$ cat config.mk
export PLATFORM = sky130hd
export DESIGN_NAME = tcdm_bank_adapter
export DESIGN_NICKNAME = d
export VERILOG_FILES = /design/src/rtl/tcdm_bank_adapter.sv
export SDC_FILE = /design/constraint.sdc
export NUM_CORES = 1
export LEC_CHECK = 0
export BUFFER_PORTS_ARGS = -buffer_cell sky130_fd_sc_hd__clkbuf_2
export CORE_UTILIZATION = 49
export CTS_CLUSTER_SIZE = 20
export DETAILED_ROUTE_END_ITERATION = 10
export GPL_ROUTABILITY_DRIVEN = 0
export PLACE_DENSITY = 0.85
export SLEW_MARGIN = 20
export SYNTH_ARGS = -nofsm -noshare
export SYNTH_HDL_FRONTEND = slang
export SYNTH_SLANG_ARGS = --single-unit
$ cat constraint.sdc
create_clock -name clk_i -period 9.6 [get_ports clk_i]
set_input_delay 0.48 -clock clk_i [delete_from_list [all_inputs] [get_ports clk_i]]
set_output_delay 0.48 -clock clk_i [all_outputs]
set_load 0.02 [all_outputs]
$ cat src/rtl/tcdm_bank_adapter.sv
// Bridges one multiplexed valid/ready TCDM port onto a fixed-latency SRAM bank.
// Read metadata rides a latency-matched pipeline and responses queue in a credit-protected FIFO.
module tcdm_bank_adapter #(
    parameter int unsigned DataWidth    = 32,
    parameter int unsigned AddrWidth    = 10,
    parameter int unsigned IniAddrWidth = 4,
    parameter int unsigned Latency      = 1,
    parameter int unsigned RspFifoDepth = 2
) (
    input  logic                      clk_i,
    input  logic                      rst_i,

    input  logic                      req_valid_i,
    output logic                      req_ready_o,
    input  logic                      req_wen_i,
    input  logic [AddrWidth-1:0]      req_addr_i,
    input  logic [DataWidth-1:0]      req_wdata_i,
    input  logic [DataWidth/8-1:0]    req_be_i,
    input  logic [IniAddrWidth-1:0]   req_ini_addr_i,
    input  logic                      req_wide_i,

    output logic                      rsp_valid_o,
    input  logic                      rsp_ready_i,
    output logic [DataWidth-1:0]      rsp_rdata_o,
    output logic [IniAddrWidth-1:0]   rsp_ini_addr_o,
    output logic                      rsp_wide_o,

    output logic                      bank_req_o,
    output logic                      bank_we_o,
    output logic [AddrWidth-1:0]      bank_addr_o,
    output logic [DataWidth-1:0]      bank_wdata_o,
    output logic [DataWidth/8-1:0]    bank_be_o,
    input  logic [DataWidth-1:0]      bank_rdata_i
);

    localparam int unsigned CntWidth  = $clog2(RspFifoDepth + 1);
    localparam int unsigned SumWidth  = CntWidth + 1;
    localparam int unsigned PtrWidth  = (RspFifoDepth > 1) ? $clog2(RspFifoDepth) : 1;
    // Storage is rounded up to a power of two so pointer width always matches the index range.
    localparam int unsigned FifoSlots = 1 << PtrWidth;

    logic                    accept;
    logic                    rd_accept;
    logic                    pipe_exit;
    logic                    fifo_push;
    logic                    fifo_pop;
    logic [SumWidth-1:0]     credit_used;

    logic [Latency-1:0]      pipe_valid_q, pipe_valid_d;
    logic [Latency-1:0]      pipe_wide_q, pipe_wide_d;
    logic [IniAddrWidth-1:0] pipe_ini_q [Latency];
    logic [IniAddrWidth-1:0] pipe_ini_d [Latency];

    logic [DataWidth-1:0]    fifo_data_q [FifoSlots];
    logic [IniAddrWidth-1:0] fifo_ini_q  [FifoSlots];
    logic [FifoSlots-1:0]    fifo_wide_q;

    logic [PtrWidth-1:0]     wptr_q, wptr_d;
    logic [PtrWidth-1:0]     rptr_q, rptr_d;
    logic [CntWidth-1:0]     inflight_q, inflight_d;
    logic [CntWidth-1:0]     count_q, count_d;

    function automatic logic [PtrWidth-1:0] ptr_inc(input logic [PtrWidth-1:0] ptr);
        if (ptr == PtrWidth'(RspFifoDepth - 1)) begin
            return '0;
        end
        return ptr + 1'b1;
    endfunction

    // Credits come only from registered state so ready never depends on valid or rsp_ready.
    assign credit_used = SumWidth'(inflight_q) + SumWidth'(count_q);
    assign req_ready_o = !rst_i && (credit_used < SumWidth'(RspFifoDepth));

    assign accept    = req_valid_i && req_ready_o;
    assign rd_accept = accept && !req_wen_i;

    assign bank_req_o   = accept;
    assign bank_we_o    = req_wen_i;
    assign bank_addr_o  = req_addr_i;
    assign bank_wdata_o = req_wdata_i;
    assign bank_be_o    = req_be_i;

    assign pipe_exit = pipe_valid_q[Latency-1];
    assign fifo_push = pipe_exit;

    assign rsp_valid_o    = !rst_i && (count_q != '0);
    assign fifo_pop       = rsp_valid_o && rsp_ready_i;
    assign rsp_rdata_o    = fifo_data_q[rptr_q];
    assign rsp_ini_addr_o = fifo_ini_q[rptr_q];
    assign rsp_wide_o     = fifo_wide_q[rptr_q];

    always_comb begin
        pipe_valid_d    = '0;
        pipe_wide_d     = '0;
        pipe_ini_d      = '{default: '0};
        pipe_valid_d[0] = rd_accept;
        pipe_wide_d[0]  = req_wide_i;
        pipe_ini_d[0]   = req_ini_addr_i;
        for (int i = 1; i < Latency; i++) begin
            pipe_valid_d[i] = pipe_valid_q[i-1];
            pipe_wide_d[i]  = pipe_wide_q[i-1];
            pipe_ini_d[i]   = pipe_ini_q[i-1];
        end
    end

    always_comb begin
        inflight_d = inflight_q;
        case ({rd_accept, pipe_exit})
            2'b10:   inflight_d = inflight_q + 1'b1;
            2'b01:   inflight_d = inflight_q - 1'b1;
            default: inflight_d = inflight_q;
        endcase
    end

    always_comb begin
        count_d = count_q;
        case ({fifo_push, fifo_pop})
            2'b10:   count_d = count_q + 1'b1;
            2'b01:   count_d = count_q - 1'b1;
            default: count_d = count_q;
        endcase
    end

    assign wptr_d = fifo_push ? ptr_inc(wptr_q) : wptr_q;
    assign rptr_d = fifo_pop  ? ptr_inc(rptr_q) : rptr_q;

    always_ff @(posedge clk_i) begin
        if (rst_i) begin
            pipe_valid_q <= '0;
        end else begin
            pipe_valid_q <= pipe_valid_d;
        end
        pipe_wide_q <= pipe_wide_d;
        pipe_ini_q  <= pipe_ini_d;
    end

    always_ff @(posedge clk_i) begin
        if (rst_i) begin
            inflight_q <= '0;
            count_q    <= '0;
            wptr_q     <= '0;
            rptr_q     <= '0;
        end else begin
            inflight_q <= inflight_d;
            count_q    <= count_d;
            wptr_q     <= wptr_d;
            rptr_q     <= rptr_d;
        end
    end

    // Payload needs no reset: entries are only visible once count_q covers them.
    always_ff @(posedge clk_i) begin
        if (!rst_i && fifo_push) begin
            fifo_data_q[wptr_q] <= bank_rdata_i;
            fifo_ini_q[wptr_q]  <= pipe_ini_q[Latency-1];
            fifo_wide_q[wptr_q] <= pipe_wide_q[Latency-1];
        end
    end

    always_ff @(posedge clk_i) begin
        if (!rst_i && fifo_push) begin
            assert (count_q < CntWidth'(RspFifoDepth));
        end
    end

endmodule

==> summary.txt, run 1 <==
Outcome
  – Status: completed

Yosys
  – Syn Nets: 299
  – Count leader, synth: edfxtp_1
  – Syn Inst Count: 208
  – Register area share after synthesis: 71.1%
  – Compound-Gate Fraction of Synth Area: 0.717%
  – Xor and xnor fraction of the mapped netlist area: 1.50%
  – Synth cell types: 21
  – Share of the synthesized area in the top cell type: 63.6%
  – Synth top cells by count: edfxtp_1 (74), buf_4 (47), mux2_2 (37), dfxtp_1 (13), nor2_1 (7)
  – Top FF cell, synth: edfxtp_1
  – Post-synth EDFFs: 74
  – Post-synthesis async set-or-reset flop share: 0%
  – Post-synth top area cell: edfxtp_1
  – Synthesized cell area: 3490 um2
  – Multiplexer share of the synthesized area: 11.9%
  – Main combinational cell family by area after synthesis: multiplexers
  – Mapped Avg Cell Area: 16.8 um2
  – Synthesis Warnings: 0
  – Top cells by area, synth: edfxtp_1 (64%), mux2_2 (12%), buf_4 (10%)
  – Adder-cell share of the synthesized area: 1.29%
  – Yosys reg bits: 87
  – Simple-Gate Fraction of Synth Area: 2.47%

Critical path
  – Worst Path Arrival: 2.80 ns
  – Reg-to-reg slack, setup: 7.08 ns
  – RR Endpoint: inflight_q[1]$_SDFFE_PP0P_
  – Worst R2R Path Depth: 8
  – Setup crit start kind: register
  – Worst-path fanout max: 5
  – Setup crit start: count_q[0]$_SDFFE_PP0P_
  – CP endpoint: inflight_q[1]$_SDFFE_PP0P_
  – CP required: 9.87 ns
  – R2R Path Start: count_q[0]$_SDFFE_PP0P_
  – CP Capture Type: register
  – Critical path class: reg2reg

Floorplan
  – Die height: 86.4 um
  – Core ar.: 6830 um2
  – Die Wd: 86.4 um
  – Die Area: 7470 um2
  – Starting density of the core: 51.1%
  – Ports: 175
  – Std cell rows: 30

Detailed routing
  – DR WL met2: 2.56 mm
  – Drt drc: 0
  – Top sig layer: met4
  – M1 WL: 2.07 mm
  – WL/cell: 14.6 um
  – Iter 0 DRT Violations: 64
  – Vias per cell: 4.81
  – DRT Wirelength: 5.16 mm
  – Post-DRT Antenna Nets: 0
  – Pre-Repair DR Iteration Count: 4
  – DR vias: 1697
  – Met3 wire length: 328 um

Placed design
  – Cells after DPL: 338
  – IO Port Bufs: 82
  – Placed cell area: 3690 um2
  – Post-detail-place hpwl: 3.47 mm

Finish
  – FF/Latch Area: 2480 um2
  – Area occupied by multi-input gates: 636 um2
  – Post-route cell area: 3890 um2
  – Number of diodes: 0
  – Nets: 344
  – # fillers: 568
  – Layout cells sized above 1: 54.5%
  – Area Growth Syn to Fin: 11.4%
  – Layout Cells excl Fill: 353

Global route
  – GRT overflow: 0
  – Largest net degree at the start of global routing: 37
  – Vias in the first global route: 1665
  – GRT Util Overall: 14.5%
  – Initial antenna violation count: 0
  – First-pass GRT wire length: 7.78 mm

Min path
  – Worst hold start: req_ini_addr_i[0]
  – Hold crit path type: in2reg

Clocking
  – Number of buffers on the longest clock path: 2
  – H-tree levels: 3
  – CTS tree: done
  – Post-CTS Setup Inserts: 0
  – Reg clk slew, reported paths: 0.08 ns
  – Resized Gates After CTS: 0
  – Clk_lat worst skew: 0.34 ns
  – CTS root buf: clkbuf_8
  – CTS Buf Count: 9
  – Clock Sinks: 87
  – Hold buffers post-CTS: 0

Pwr
  – PwrDens: 193 nW/um2
  – Peak supply drop: 0.000113 V
  – Leak pwr: 0.00145 uW

Timing
  – Slew at the pin closest to its max-slew limit: 0.870 ns
  – Hold violation total from the final report: 0
  – Tcrit/Tclk final: 26.3%
  – Max Freq: 396 MHz
  – Setup TNS: 0 ns
  – Final number of setup-violating endpoints: 0
  – Worst Clk Skew: 0.00534 ns
  – Max-slew violations: 0
  – RSZ-0062 raised after global routing: no
  – Min Tclk post-route: 2.52 ns
  – Slew HR: 42.0%

Run
  – Max cap viols: 0
kinds of logic (layout without fill, tap and decap cells):
kind of cell               count (synthesis)  count (layout)
AOI/OAI and AO/OA                          5               5
xor gates and xnor gates                   6               6
adders and majority gates                  3               3
buffers and inverters                     54             103
DFF                                       87              87
muxes                                     37              37
and+or+nand+nor                           16              16
per-layer routing:
layer / global-route usage (%) / vias to the layer above
met4: 9.39 / 0
met3: 5.43 / 28
met1: 15.8 / 806
li1: - / 793
met2: 23.8 / 70
met5: 0 / -
through the flow:
stage / setup slack [ns] / hold WS (ns) / total power (uW) / util (%)
floorplan: 5.66 / 0.404 / 503 / -
global placement: 7.25 / 0.405 / 497 / 54.0
detailed placement: 7.08 / 0.422 / 500 / 54.0
CTS: 7.06 / 0.218 / 757 / 56.9
global route: 6.85 / 0.210 / 779 / 56.9
finish: 7.08 / 0.232 / 749 / 56.9
how the worst min path moves through the flow:
stage / slack [ns] / cells after the start / endpoint
global route: 0.21 / 1 / pipe_ini_q[3]$_DFF_P_
global placement: 0.40 / 0 / fifo_ini_q[0][0]$_DFFE_PP_
floorplan: 0.40 / 0 / fifo_ini_q[0][0]$_DFFE_PP_
finish: 0.23 / 1 / pipe_ini_q[0]$_DFF_P_
detailed placement: 0.42 / 0 / fifo_ini_q[1][1]$_DFFE_PP_
CTS: 0.22 / 1 / pipe_ini_q[3]$_DFF_P_
area by class of cell:
class | count | share of cell area (%)
clock buffers | 10 | 3.28
clock inverters | 5 | 1.90
inverters | 2 | 0.193
multi-input cells | 67 | 16.3
flip-flops and latches | 87 | 63.9
well taps | 96 | 3.09
repair buffers | 86 | 11.3
registers in the layout, indices dropped and copies added (netlist names), named ones only:
signal,cells
wptr_q,1
fifo_data_q,64
pipe_ini_q,4
fifo_push,1
rptr_q,1
fifo_ini_q,8
inflight_q,2
count_q,2
pipe_wide_q,1
fifo_wide_q,2
report_power, final:
| group | switching [uW] | internal [uW] |
|---|---|---|
| clock network | 115 | 143 |
| logic | 33.4 | 30.1 |
| registers | 9.47 | 418 |
worst max-delay path: stages (launching register included):
cell	delay [ns]
dfxtp_1	0.42
and2_2	0.18
fa_1	0.43
nor4b_1	0.40
and2b_1	0.19
inv_1	0.05
ha_1	0.30
or3_1	0.35
a21oi_1	0.14
placed cells by master, fill, tap and decap left out, drive strengths merged:
cell / instances
clkbuf: 92
edfxtp: 74
mux2: 37
dfxtp: 13
nor2: 7
buf: 4
xor2: 3
o21ai: 3
xnor2: 3
clkinv: 3
inv: 2
or3: 2
a21oi: 2
ha: 2
bufinv: 2
and2: 2
nor3: 2
nor3b: 1
nor4b: 1
and2b: 1
fa: 1
Power figures use the tool's default switching activity.
==> inputs of run 2 (changes only) <==
ABC_AREA = 1   (was unset)
CORE_UTILIZATION = 42   (was 49)
PLACE_DENSITY = 0.76   (was 0.85)
clock period = 2.2 ns   (was 9.6 ns; I/O delays follow)
==> run 2 against run 1 <==
Power rose to 4.1 times the previous value; wire length up 22%; core utilization is 3.2 points lower; synthesized area grew 6.4%; critical path type unchanged; clock-buffer cell count fell by 1.
==> summary.txt, run 2 <==
Critical path
  – Reg-to-reg slack, setup: 0.15 ns (-6.92 ns)
  – Worst Path Arrival: 2.33 ns (-0.47 ns)
  – Max stage delay on crit path: 0.40 ns (-0.03 ns)
  – Setup crit start kind: register
  – Setup crit start: inflight_q[0]$_SDFFE_PP0P_
  – CP cell instances: nand2_1 > inv_1 > fa_1 > nor2_1 > nand2_1 > nor3_2 > inv_1 > ha_4 > inv_2 > nand2_1 > nor2_1 > nor2_1 > nor2_1
  – Worst-path fanout max: 3 (-2)
  – CP required: 2.49 ns (-7.38 ns)
  – Crit-path most repeated cell: nor2_1
  – Critical path class: reg2reg
  – CP Capture Type: register
  – Critical path's slowest cell: fa_1
  – R2R Path Start: inflight_q[0]$_SDFFE_PP0P_

Detailed routing
  – DRT Wirelength: 6.30 mm (+22%)
  – Post-DRT Antenna Nets: 0 (unchanged)
  – Drt drc: 0 (unchanged)
  – Iter 0 DRT Violations: 51 (-20%)
  – DR vias: 2047 (+21%)
  – Vias per cell: 4.71 (-2.1%)
  – Pre-Repair DR Iteration Count: 4 (unchanged)
  – WL/cell: 14.5 um (-0.79%)

Floorplan
  – Std cell rows: 33 (+10%)
  – Ports: 175 (unchanged)
  – Die height: 96.1 um (+11%)
  – Die Wd: 96.1 um (+11%)
  – Core ar.: 8380 um2 (+23%)
  – Die Area: 9230 um2 (+24%)
  – Starting density of the core: 44.3% (-6.8 points)

Timing
  – Final number of setup-violating endpoints: 0 (unchanged)
  – Tcrit/Tclk final: 93.0% (+67 points)
  – Slew at the pin closest to its max-slew limit: 0.486 ns (-0.384 ns)
  – Slew HR: 67.6% (+26 points)
  – Worst Clk Skew: 0.0108 ns (+0.00544 ns)
  – Min Tclk post-route: 2.05 ns (-0.477 ns)
  – Hold violation total from the final report: 0 (unchanged)
  – Setup TNS: 0 ns (unchanged)
  – RSZ-0062 raised after global routing: no
  – Max Freq: 489 MHz (+23%)
  – Max-slew violations: 0 (unchanged)

Global route
  – GRT busiest layer: met2
  – Met3 GRT Util: 3.55% (-1.9 points)
  – GRT overflow: 0 (unchanged)
  – M1 GR Usage: 14.0% (-1.7 points)
  – GRT Util Overall: 13.4% (-1.0 points)
  – Vias in the first global route: 1939 (+16%)
  – First-pass GRT wire length: 8.84 mm (+14%)
  – Met2 usage: 23.1% (-0.70 points)
  – Largest net degree at the start of global routing: 37 (unchanged)
  – Initial antenna violation count: 0 (unchanged)

Yosys
  – Register area share after synthesis: 66.8% (-4.3 points)
  – Synthesized cell area: 3720 um2 (+6.4%)
  – Yosys reg bits: 87 (unchanged)
  – Synth cell types: 17 (-19%)
  – Synthesis Warnings: 0 (unchanged)
  – Mapped Avg Cell Area: 15.6 um2 (-7.0%)
  – Post-synthesis async set-or-reset flop share: 0% (unchanged)
  – Share of the synthesized area in the top cell type: 59.8% (-3.9 points)
  – Post-synth EDFFs: 74 (unchanged)
  – Synth top cells by count: edfxtp_1 (74), buf_4 (47), mux2_4 (30), inv_1 (18), nand2_1 (18)
  – Top cells by area, synth: edfxtp_1 (60%), mux2_4 (12%), buf_4 (9.5%)
  – Syn Inst Count: 238 (+14%)
  – Top FF cell, synth: edfxtp_1
  – Syn Nets: 329 (+10%)
  – Post-synth top area cell: edfxtp_1
  – Count leader, synth: edfxtp_1

Min path
  – Hold crit path type: in2reg
  – Worst hold start: rst_i

Pwr
  – Tot Pwr: 3100 uW (+310%)
  – PwrDens: 688 nW/um2 (+260%)
  – Peak supply drop: 0.000250 V (+120%)
  – Leak pwr: 0.00181 uW (+24%)

Finish
  – Most flop-heavy register: fifo_data_q
  – Area Growth Syn to Fin: 21.2%
  – Layout cells sized above 1: 44.2% (-10 points)
  – Most frequent cells in the layout: clkbuf_2 (82), edfxtp_1 (74), dlygate4sd3_1 (39), mux2_4 (30), nand2_1 (18)
  – Commonest non-fill, non-tap cell in the layout: clkbuf_2
  – Final core utilization: 53.8% (-3.2 points)
  – Largest registers: fifo_data_q (64), fifo_ini_q (8), pipe_ini_q (4)
  – Max reg flops: 64 (unchanged)
  – Nets: 416 (+21%)
  – Post-route cell area: 4510 um2 (+16%)
  – Number of diodes: 0 (unchanged)

Clocking
  – H-tree levels: 3 (unchanged)
  – CTS root buf: clkbuf_8
  – Clk_lat worst skew: 0.35 ns (about the same)
  – CTS Buf Count: 9 (unchanged)
  – Reg clk slew, reported paths: 0.09 ns (about the same)
  – CTS tree: done
  – Clock Sinks: 87 (unchanged)
  – Number of buffers on the longest clock path: 2 (unchanged)

Outcome
  – Status: completed

Run
  – Max cap viols: 0 (unchanged)

Placed design
  – IO Port Bufs: 82 (unchanged)
  – Placed cell area: 3910 um2 (+6.0%)
  – Post-detail-place hpwl: 4.20 mm (+21%)
-- run 2: kinds of logic after synthesis --
group | after synthesis | synth area share [%]
compound gates | 6 | 0.808
fa+ha+maj | 3 | 1.21
buf+inv | 69 | 13.2
flops | 87 | 66.8
mux | 36 | 13.9
simple gates | 37 | 4.04
-- run 2: layer usage --
| metal | wire length, um | part of all wire, % |
|---|---|---|
| met5 | 0 | 0 |
| met1 | 2440 | 39 |
| met4 | 247 | 3.9 |
| met2 | 3200 | 51 |
| met3 | 421 | 6.7 |
-- run 2: area by class of cell --
cell class              count  area, um2
well taps                 105        131
repair buffers            127        871
clock inverters             7       47.5
flip-flops and latches     87       2490
inverters                  18       67.6
multi-input cells          82        779
clock buffers               9        124
fillers                   704       3870
-- run 2: worst paths after layout --
path,to,depth (start not counted)
worst min-delay path,wptr_q$_SDFFE_PP0P_,2
worst max register to register,inflight_q[1]$_SDFFE_PP0P_,13
worst max-delay path,inflight_q[1]$_SDFFE_PP0P_,13
worst min register to register,fifo_ini_q[1][3]$_DFFE_PP_,0
-- run 2: report_power, final --
| group | switching, uW | internal, uW | total (uW) |
|---|---|---|---|
| Sequential | 14.8 | 1820 | 1830 |
| Clock | 557 | 408 | 965 |
| Combinational | 146 | 156 | 302 |
-- run 2: metrics by stage --
step	instances	setup WS, ns	hold slack [ns]
global placement	378	0.260	0.215
floorplan	238	0.326	0.138
global route	435	0.0256	0.0776
detailed placement	378	0.109	0.215
finish	435	0.155	0.0801
CTS	433	0.0659	0.0616
-- run 2: critical path, delay by kind of cell, from the launching register on --
| kind | cells | cell delay [ns] |
|---|---|---|
| and+or+nand+nor | 8 | 0.77 |
| adders and majority gates | 2 | 0.63 |
| DFF | 1 | 0.36 |
| buffers and inverters | 3 | 0.22 |
-- run 2: repair_timing --
action | in CTS | in global routing
setup endpoints to repair | 0 | 2
endpoints found under the hold margin | 70 | 0
setup buffers | 0 | 2
gates resized for setup | 0 | 5
hold buffers | 39 | 0
==> inputs of run 3 (changes only) <==
CTS_BUF_LIST = sky130_fd_sc_hd__clkbuf_16   (was unset)
==> run 3 against run 2 <==
Design area increased by 1.9%; critical path depth unchanged; global-route usage decreased by 0.12 points; clock power increased by 41%; power increased by 13%; register-to-register slack about the same; clock skew decreased by 0.0036 ns; worst setup slack improved by 0.0038 ns; non-clock buffer count decreased by 2; clock-buffer cell count unchanged; core utilization increased by 1.0 points; critical path type unchanged; critical endpoint unchanged.
==> summary.txt, run 3 (same netlist as run 2, synthesis figures left out) <==
Finish
  – Max reg flops: 64 (unchanged)
  – Nets: 414 (-0.48%)
  – Final core utilization: 54.8% (+1.0 points)
  – Most flop-heavy register: fifo_data_q
  – Layout cells sized above 1: 44.2% (about the same)
  – Layout Cells excl Fill: 433 (-0.46%)
  – Post-route cell area: 4590 um2 (+1.9%)
  – Number of diodes: 0 (unchanged)
  – Commonest non-fill, non-tap cell in the layout: clkbuf_2
  – Area Growth Syn to Fin: 23.5%
  – Largest registers: fifo_data_q (64), fifo_ini_q (8), pipe_ini_q (4)
  – Most frequent cells in the layout: clkbuf_2 (82), edfxtp_1 (74), dlygate4sd3_1 (38), mux2_4 (30), nand2_1 (18)
  – # fillers: 692 (-1.7%)

Clocking
  – CTS Buf Count: 9 (unchanged)
  – Reg clk slew, reported paths: 0.06 ns (-0.03 ns)
  – Clock Sinks: 87 (unchanged)
  – Clk_lat worst skew: 0.33 ns (-0.02 ns)
  – CTS root buf: clkbuf_16
  – H-tree levels: 3 (unchanged)
  – CTS tree: done
  – Number of buffers on the longest clock path: 2 (unchanged)

Critical path
  – CP Capture Type: register
  – Worst Path Arrival: 2.30 ns (-0.03 ns)
  – Critical path class: reg2reg
  – Worst-path fanout max: 4 (+1)
  – CP required: 2.46 ns (-0.03 ns)
  – Setup crit start kind: register

Detailed routing
  – WL/cell: 14.4 um (-0.57%)
  – Pre-Repair DR Iteration Count: 4 (unchanged)
  – DR vias: 2033 (-0.68%)
  – DRT Wirelength: 6.24 mm (-1.0%)
  – Vias per cell: 4.70 (-0.23%)
  – Drt drc: 0 (unchanged)
  – Iter 0 DRT Violations: 64 (+25%)
  – Post-DRT Antenna Nets: 0 (unchanged)

Global route
  – Vias in the first global route: 1934 (-0.26%)
  – First-pass GRT wire length: 8.83 mm (about the same)
  – GRT overflow: 0 (unchanged)
  – Largest net degree at the start of global routing: 37 (unchanged)
  – GRT Util Overall: 13.3% (-0.12 points)
  – Initial antenna violation count: 0 (unchanged)

Pwr
  – Internal power: 2740 uW (+15%)
  – Sequential Power Share: 52.6% (-6.5 points)
  – Leak pwr: 0.00184 uW (+1.9%)
  – Sw Ratio: 21.6% (-1.5 points)
  – Net Switching: 755 uW (+5.1%)
  – PwrDens: 760 nW/um2 (+11%)
  – Peak supply drop: 0.000318 V (+27%)
  – Comb power frac: 8.5% (-1.2 points)
  – Clock power share: 38.9% (+7.8 points)

Min path
  – Hold crit path type: in2reg

Placed design
  – Post-detail-place hpwl: 4.20 mm (unchanged)
  – IO Port Bufs: 82 (unchanged)
  – Dpl ws: 0.109 ns (unchanged)
  – Cells after DPL: 378 (unchanged)
  – Placed cell area: 3910 um2 (unchanged)

Timing
  – Tcrit/Tclk final: 92.8% (-0.17 points)
  – RSZ-0062 raised after global routing: no
  – Worst setup margin: 0.159 ns (+0.00384 ns)
  – Max-slew violations: 0 (unchanged)
  – Worst Clk Skew: 0.00718 ns (-0.00359 ns)
  – Slew HR: 67.2% (-0.39 points)
  – Max Freq: 490 MHz (+0.19%)
  – Setup TNS: 0 ns (unchanged)
  – Final number of setup-violating endpoints: 0 (unchanged)
  – Hold violation total from the final report: 0 (unchanged)
  – Min Tclk post-route: 2.04 ns (-0.00384 ns)
  – Slew at the pin closest to its max-slew limit: 0.491 ns (+0.00581 ns)

Floorplan
  – Die height: 96.1 um (unchanged)
  – Core ar.: 8380 um2 (unchanged)
  – Die Wd: 96.1 um (unchanged)
  – Die Area: 9230 um2 (unchanged)
  – Ports: 175 (unchanged)
  – Std cell rows: 33 (unchanged)
  – Starting density of the core: 44.3% (unchanged)

Outcome
  – Status: completed

Run
  – Max cap viols: 0 (unchanged)
run 3: changes by cell type in the layout (fill, tap and decap cells not counted), sizes merged:
| cell | previous run | this run |
|---|---|---|
| buf | 6 | 5 |
| dlygate4sd3 | 39 | 38 |
run 3: path summary, 6_finish.rpt:
kind,from,to,slack (ns),depth (start not counted)
hold / removal,req_valid_i,fifo_push$_SDFF_PP0_,0.04,3
setup / recovery,inflight_q[0]$_SDFFE_PP0P_,inflight_q[1]$_SDFFE_PP0P_,0.16,13
setup reg to reg,inflight_q[0]$_SDFFE_PP0P_,inflight_q[1]$_SDFFE_PP0P_,0.16,13
hold reg to reg,pipe_ini_q[1]$_DFF_P_,fifo_ini_q[0][1]$_DFFE_PP_,0.44,0
run 3: through the flow:
step	hold slack [ns]	power, uW
detailed placement	0.215	2110
CTS	0.0110	3530
global route	0.0457	3620
global placement	0.215	2100
floorplan	0.138	2140
finish	0.0414	3490
run 3: what timing repair did:
action | 4_1_cts | 5_1_grt
endpoints found under the hold margin | 70 | 0
gates resized for setup | 0 | 5
endpoints found under the setup margin | 0 | 1
buffers inserted | 0 | 1
hold buffers | 38 | 0
run 3: final cells by class:
type | count | area, um2 | area share [%]
Clock buffer | 9 | 225 | 4.91
Clock inverter | 7 | 47.5 | 1.04
Inverter | 18 | 67.6 | 1.47
Multi-Input combinational cell | 82 | 779 | 17.0
Sequential cell | 87 | 2490 | 54.2
Tap cell | 105 | 131 | 2.86
Timing Repair Buffer | 125 | 853 | 18.6
run 3: critical path: stages (launching register included):
cell and delay (ns):
dfxtp_2 0.35, nand2_1 0.05, inv_1 0.06, fa_1 0.40
nor2_1 0.09, nand2_1 0.10, nor3_2 0.20, inv_1 0.10
ha_4 0.23, inv_2 0.06, nand2_1 0.05, nor2_1 0.11
nor2_1 0.05, nor2_1 0.10
run 3: power by group through the flow:
stage	clock network, uW	logic (uW)	registers, uW
after floorplan	0	275	1870
after global placement	0	230	1870
after detailed placement	0	237	1870
after CTS	1400	292	1830
after global routing	1460	323	1840
final	1360	298	1840
run 3: routing by layer:
layer | GRT usage, % | vias up | wire (um)
met5 | 0 | - | 0
met4 | 8.58 | 0 | 250
met3 | 3.79 | 28 | 422
met2 | 23.3 | 85 | 3150
met1 | 14.0 | 967 | 2410
li1 | - | 953 | -
